==> config.mk <==
export PLATFORM = sky130hd
export DESIGN_NAME = mem_access_stage
export DESIGN_NICKNAME = d
export VERILOG_FILES = /design/src/rtl/mem_access_stage.sv
export SDC_FILE = /design/constraint.sdc
export NUM_CORES = 1
export LEC_CHECK = 0
export ABC_AREA = 1
export CORE_AREA = 3 3 141 143
export DETAILED_ROUTE_END_ITERATION = 16
export DIE_AREA = 0 0 144 146
export HOLD_SLACK_MARGIN = 0.06
export PLACE_DENSITY = 0.74
export SLEW_MARGIN = 20
export SYNTH_ARGS = -nofsm -noshare
export SYNTH_HDL_FRONTEND = slang
export SYNTH_SLANG_ARGS = --single-unit
==> constraint.sdc <==
create_clock -name Clk -period 3.5 [get_ports Clk]
set_clock_uncertainty 0.15 [all_clocks]
set_input_delay 0.875 -clock Clk [delete_from_list [all_inputs] [get_ports Clk]]
set_output_delay 0.875 -clock Clk [all_outputs]
set_load 0.02 [all_outputs]
==> src/rtl/mem_access_stage.sv <==
// MEM stage: branch resolve, req/ack data-memory access, MEM/WB register; WB_* one edge after release.
// Backpressure: Stall held combinationally from access issue until the cycle Dmem_ack arrives.
module mem_access_stage (
    input  logic        Clk,
    input  logic        Rst_n,
    input  logic [31:0] Branch_addr,
    input  logic [31:0] PC_add,
    input  logic [2:0]  Condition,
    input  logic        Branch,
    input  logic [3:0]  Mem_Byte_Write,
    input  logic [3:0]  Rd_Write_Byte_en,
    input  logic        MemWBSrc,
    input  logic        OverflowEn,
    input  logic        Overflow,
    input  logic [31:0] MemData,
    input  logic [31:0] WBData,
    input  logic        Less,
    input  logic        Zero,
    input  logic [4:0]  Rd,
    output logic        Dmem_req,
    output logic [3:0]  Dmem_we,
    output logic [31:0] Dmem_addr,
    output logic [31:0] Dmem_wdata,
    input  logic [31:0] Dmem_rdata,
    input  logic        Dmem_ack,
    output logic        Stall,
    output logic        Branch_taken,
    output logic [31:0] Branch_target,
    output logic [31:0] WB_Data,
    output logic [4:0]  WB_Rd,
    output logic [3:0]  WB_Byte_en,
    output logic        Ovf_Exc,
    output logic [31:0] Exc_PC
);

    typedef enum logic {
        ST_IDLE = 1'b0,
        ST_BUSY = 1'b1
    } state_t;

    typedef struct packed {
        logic [31:0] data;
        logic [4:0]  rd;
        logic [3:0]  byte_en;
    } memwb_t;

    state_t state;
    memwb_t wb_q;
    memwb_t wb_d;

    logic is_store;
    logic access;
    logic ovf;
    logic cond_true;

    assign is_store = |Mem_Byte_Write;
    assign access   = is_store | MemWBSrc;
    assign ovf      = OverflowEn & Overflow;

    assign Stall = ((state == ST_IDLE) & access & ~ovf) |
                   ((state == ST_BUSY) & ~Dmem_ack);

    always_comb begin
        cond_true = 1'b0;
        case (Condition)
            3'b000:  cond_true = 1'b0;
            3'b001:  cond_true = Zero;
            3'b010:  cond_true = ~Zero;
            3'b011:  cond_true = Less;
            3'b100:  cond_true = ~Less;
            3'b101:  cond_true = ~Less & ~Zero;
            3'b110:  cond_true = Less | Zero;
            default: cond_true = 1'b1;
        endcase
    end

    // A stalled instruction must not redirect until it is actually leaving MEM.
    assign Branch_taken  = Branch & cond_true & ~Stall;
    assign Branch_target = Branch_addr;

    // Bubble while stalled so the held instruction writes back exactly once.
    always_comb begin
        wb_d = '0;
        if (!Stall) begin
            wb_d.data    = MemWBSrc ? Dmem_rdata : WBData;
            wb_d.rd      = Rd;
            wb_d.byte_en = (ovf | is_store) ? 4'h0 : Rd_Write_Byte_en;
        end
    end

    always_ff @(posedge Clk) begin
        if (!Rst_n) begin
            state      <= ST_IDLE;
            Dmem_req   <= 1'b0;
            Dmem_we    <= 4'h0;
            Dmem_addr  <= 32'h0;
            Dmem_wdata <= 32'h0;
            wb_q       <= '0;
            Ovf_Exc    <= 1'b0;
            Exc_PC     <= 32'h0;
        end else begin
            case (state)
                ST_IDLE: begin
                    if (access && !ovf) begin
                        Dmem_req   <= 1'b1;
                        Dmem_we    <= Mem_Byte_Write;
                        Dmem_addr  <= {WBData[31:2], 2'b00};
                        Dmem_wdata <= MemData;
                        state      <= ST_BUSY;
                    end
                end
                ST_BUSY: begin
                    if (Dmem_ack) begin
                        Dmem_req <= 1'b0;
                        state    <= ST_IDLE;
                    end
                end
                default: state <= ST_IDLE;
            endcase

            wb_q    <= wb_d;
            Ovf_Exc <= ovf & ~Stall;
            if (ovf && !Stall) begin
                Exc_PC <= PC_add;
            end
        end
    end

    assign WB_Data    = wb_q.data;
    assign WB_Rd      = wb_q.rd;
    assign WB_Byte_en = wb_q.byte_en;

endmodule
# --- After elaboration in Yosys (flattened, before gate mapping) ---
# Index checks and enable logic that the tools add are counted.
totals:
  register_bits: 142
  latch_bits: 0
  ramBits: 0
  romBits: 0
  inputBits: 185
  elab_cells: 55
  n_memories: 0
op_classes:
  add_sub_neg: 0
  mul: 0
  div: 0
  order_cmp: 0
  n_eq_ne: 8
  shift: 0
  n_mux: 8
  n_bitwise: 19
  n_reduce_logical: 10
ops:
  columns: ["cell", "count"]
  rows:
  - ["$mux W32", 1]
  - ["$eq A3 B3 Y1 const B", 3]
  - ["$and A1 B1 Y1", 8]
  - ["$not A1 Y1", 7]
  - ["$pmux W1 S7", 1]
  - ["$eq A3 B2 Y1 const B", 2]
  - ["$mux W1", 4]
  - ["$or A1 B1 Y1", 4]
  - ["$pmux W1 S2", 2]
  - ["$reduce_and A2 Y1", 2]
  - ["$reduce_or A4 Y1", 1]
  - ["$eq A3 B1 Y1 const B", 1]
  - ["$logic_not A3 Y1", 1]
  - ["$reduce_or A3 Y1", 1]
  - ["$logic_and A1 B1 Y1", 2]
  - ["$logic_not A1 Y1", 2]
  - ["$ne A2 B1 Y1 const B", 1]
  - ["$ne A2 B2 Y1 const B", 1]
  - ["$reduce_or A2 Y1", 1]

# --- Longest topological paths before layout ---
logic_depth:
  word_depth: 7
  depth_mapped: 9
  depth_no_buf: 7

# --- Least setup slack after synthesis ---
# Ideal clock, no wire load.
synth_path:
  path_type: "in2out"
  from: "in MemWBSrc"
  to: "out Branch_taken"
  t_arrival_ps: 1944
  required_ps: 2475
  path_slack_ps: 531
  stages: 7
  path_buffers: 2
  path_cell_list: "buf_2 > inv_2 > nand3_2 > nand2_4 > buf_2 > nand2_1 > nor2_1"
synth_between:
  elab_chain_len: 6
synth_lines:
  columns: ["element", "line", "text"]
  rows:
  - ["start: declaration", "12", "input logic MemWBSrc,"]
  - ["$or A1 B1 Y1", "57", "assign access = is_store | MemWBSrc;"]
  - ["$and A1 B1 Y1 (2 in series)", "60", "assign Stall = ((state == ST_IDLE) & access & ~ovf) |"]
  - ["$or A1 B1 Y1", "60", null]
  - ["via Stall", "26", "output logic Stall,"]
  - ["$not A1 Y1", "78", "assign Branch_taken = Branch & cond_true & ~Stall;"]
  - ["$and A1 B1 Y1", "78", null]
  - ["end: declaration", "27", "output logic Branch_taken,"]
# The timed path passes the listed nets, and every way through them passes these cells.

# --- Worst setup path in the final report ---
layout_path:
  from: "in Mem_Byte_Write[2]"
  to: "out Stall"
layout_between:
  elab_chain_len: 5
layout_lines:
  columns: ["element", "line", "text"]
  rows:
  - ["start: declaration", "10", "input logic [3:0] Mem_Byte_Write,"]
  - ["$reduce_or A4 Y1", "56", "assign is_store = |Mem_Byte_Write;"]
  - ["$or A1 B1 Y1", "57", null]
  - ["$and A1 B1 Y1 (2 in series)", "60", null]
  - ["$or A1 B1 Y1", "60", null]
  - ["end: declaration", "26", null]
# No other way between the ends.

==> impl_metrics.yaml <==
status:
  run_status: "finished, final reports clean"
run:
  drv_cap: 0
logic_synthesis:
  ys_async_sr_fraction: 0
  ys_seq_area_frac: 0.5385
  synth-edff-count: 0
  synth_cells: 632
  ys.flop_type: "dfxtp_1"
  yosysTopAreaCell: "dfxtp_1"
  synthesis.area_per_instance_sq_um: 8.353
  synth-warning-count: 0
  synth_area_sq_um: 5279
  yosysTopAreaCellShare: 0.5385
  main_area_contributors_after_synthesis: "dfxtp_1 (54%), nor2_1 (13%), mux2i_1 (6.1%)"
  ys_seq_elements: 142
  number_of_distinct_standard_cells_referenced_by_the_synthesized_netlist: 24
sta:
  setup_viol_count_final: 0
  period_share: 0.9386
  setup_tns_ns: 0
  maxSlewViolCount: 0
  max-slew-margin-rel: 0.4840
  setup_ws_ns: 0.2149
  timing.final.crit_period_ns: 3.285
  unrepaired_setup_endpoints_after_global_routing: "no"
  tightest_slew_ns: 0.7740
  final_hold_violations: 0
  fmaxAchievable_ghz: 0.3044
worst_setup_path:
  timing.critical_path.from_type: "input port"
  worst_r2r_path_depth: 7
  rrSetupSlack_ns: 1.46
  path_max_fanout: 2
  crit_path_end: "Stall"
  critPathArrivalTime_ns: 2.26
  regToRegStartpoint: "state"
  critical_path.startpoint: "Mem_Byte_Write[2]"
  kind_of_end_point_of_the_critical_path: "output port"
  worstReg2RegEnd: "Dmem_wdata[22]"
  timing_worst_setup_path_type: "input port to output port"
  worstPathRequired_ns: 2.47
global_routing:
  wire_length_of_the_first_global_routing_pass_um: 27390
  grt_util_all_layers: 0.1679
  grt_max_degree: 72
  antenna_found_initial: 0
  number_of_global_route_vias_before_repair: 5161
  grt_remaining_overflow: 0
clock_network:
  cts-htree-levels: 4
  clkSlewWorstSetupHoldPaths_ns: 0.07
  cts-buffers-inserted: 17
  postCtsSetupRepairBufs: 0
  tritoncts: "done"
  clock-sinks: 142
  ctsResizeCount: 2
  worst_skew_pair.late_latency_ns: 0.41
  clk_root_buffer_cell: "clkbuf_16"
  cts.hold.buffers_added: 0
  clockBufferDepth: 2
floorplan:
  die_w_um: 144
  start_util: 0.2822
  placementRows: 50
  die_h_um: 146
  design.core.area_sq_um: 18710
  die_area_sq_um: 21020
  pin_count: 362
power_and_ir_drop:
  power.leakage_nw: 3.532
  post-layout-total-power_mw: 4.467
  power_density_over_the_cells_nw_per_um2: 509.6
  max-vdd-ir-drop_uv: 304.4
place:
  globalplace.congestion: 0.7877
  dpl_cells: 1102
  place_hpwl_um: 13080
  buffer_ports.inserted: 295
  place_ws_ns: -0.1007
final_layout:
  fillers: 1819
  post_route_core_utilization: 0.4686
  drive_above_1_share: 0.06111
  final_cells: 1134
  diodes: 0
  fin_nets: 1072
  area_growth_pct: 66.03
  multi_input_combinational_cell_area_sq_um: 1906
  regArea_sq_um: 2843
min_path:
  hold_depth: 2
  timing.hold.worst.class: "flop to flop"
detailed_routing:
  dr_total_vias: 5143
  ant_nets: 0
  remaining_drc_errors: 0
  drt_first_iter_violations: 142
  first_pass_iteration_count_of_the_detailed_router: 4
  post_detailed_route_via_to_cell_ratio: 4.535
  routed_wirelength_um: 18050
  detail_route.wl_per_cell_um: 15.92
routing by layer:
metal  track usage  vias up  routed length, um
met2        0.2856      246               8547
met4       0.08380        0                633
met5             0        -                  0
met1        0.1779     2335               7008
met3       0.06704       45               1862
li1              -     2517                  -
through the flow:
step	hold WS [ns]	instance area [sq um]
after floorplan	0.3869	5283
after global placement	0.2973	8194
after detailed placement	0.3030	8194
after CTS	0.3124	8765
after global routing	0.3326	8765
final	0.3088	8765
cells by family after synthesis:
family,Yosys count,synth area share
buffers and inverters,92,0.1012
AND/OR/NAND/NOR,262,0.2010
multiplexers,32,0.06068
flip-flops,142,0.5385
other,1,0.0007104
AO/OA/AOI/OAI,103,0.09789
layout make-up:
type / count / share of cell area
timing repair buffer: 309 / 0.3517
sequential: 142 / 0.3243
multi-input combinational: 399 / 0.2174
clock buffer: 19 / 0.05054
tap: 234 / 0.03340
clock inverter: 13 / 0.01485
inverter: 18 / 0.007709
where the power goes:
part | switching (mW) | internal (mW) | leakage (nW)
combinational | 0.455 | 0.452 | 2.09
clock | 0.752 | 1.01 | 0.273
sequential | 0.0546 | 1.74 | 1.17
cells in the mapped netlist (3+ instances only):
library cell,instances
inv_2,3
mux2i_1,32
o21ai_1,7
buf_4,35
a21oi_1,35
nor2_1,180
o21ai_0,60
nand2_1,42
inv_1,14
nand3_1,34
buf_2,16
dfxtp_1,142
clkbuf_1,17
buf_6,5
layout by cell type (no fill, tap or decap), types with 2 or more instances in the layout:
| cell | instances |
|---|---|
| clkdlybuf4s50_1 | 291 |
| nor2_1 | 180 |
| dfxtp_1 | 142 |
| o21ai_0 | 60 |
| nand2_1 | 42 |
| a21oi_1 | 35 |
| nand3_1 | 34 |
| mux2i_1 | 32 |
| clkbuf_16 | 17 |
| inv_1 | 14 |
| buf_4 | 11 |
| o21ai_1 | 7 |
| inv_6 | 4 |
| inv_2 | 3 |
| clkinv_4 | 3 |
| clkinvlp_4 | 3 |
| buf_12 | 3 |
| conb_1 | 2 |
| buf_2 | 2 |
| dlygate4sd2_1 | 2 |
worst max-delay path: stages:
cell	delay [ns]
clkdlybuf4s50_1	0.48
nor2_1	0.18
nand3_2	0.14
nand2_4	0.08
nand2_1	0.07
buf_4	0.13
dlygate4sd2_1	0.31
flip-flops by register name, summed over array words and instances (netlist names), 4 cells and up:
signal,count
Dmem_we,4
WB_Data,32
Dmem_addr,30
WB_Rd,5
Dmem_wdata,32
Exc_PC,32
WB_Byte_en,4
worst min-delay path by stage:
stage                     slack (ns)       start         end
after floorplan                 0.39  Exc_PC[15]  Exc_PC[15]
after global placement          0.30  Exc_PC[11]  Exc_PC[11]
after detailed placement        0.30   Exc_PC[3]   Exc_PC[3]
after CTS                       0.31   Exc_PC[3]   Exc_PC[3]
after global routing            0.33  Exc_PC[28]  Exc_PC[28]
final                           0.31   Exc_PC[3]   Exc_PC[3]
Note: power is estimated with default switching activity, not from simulation.
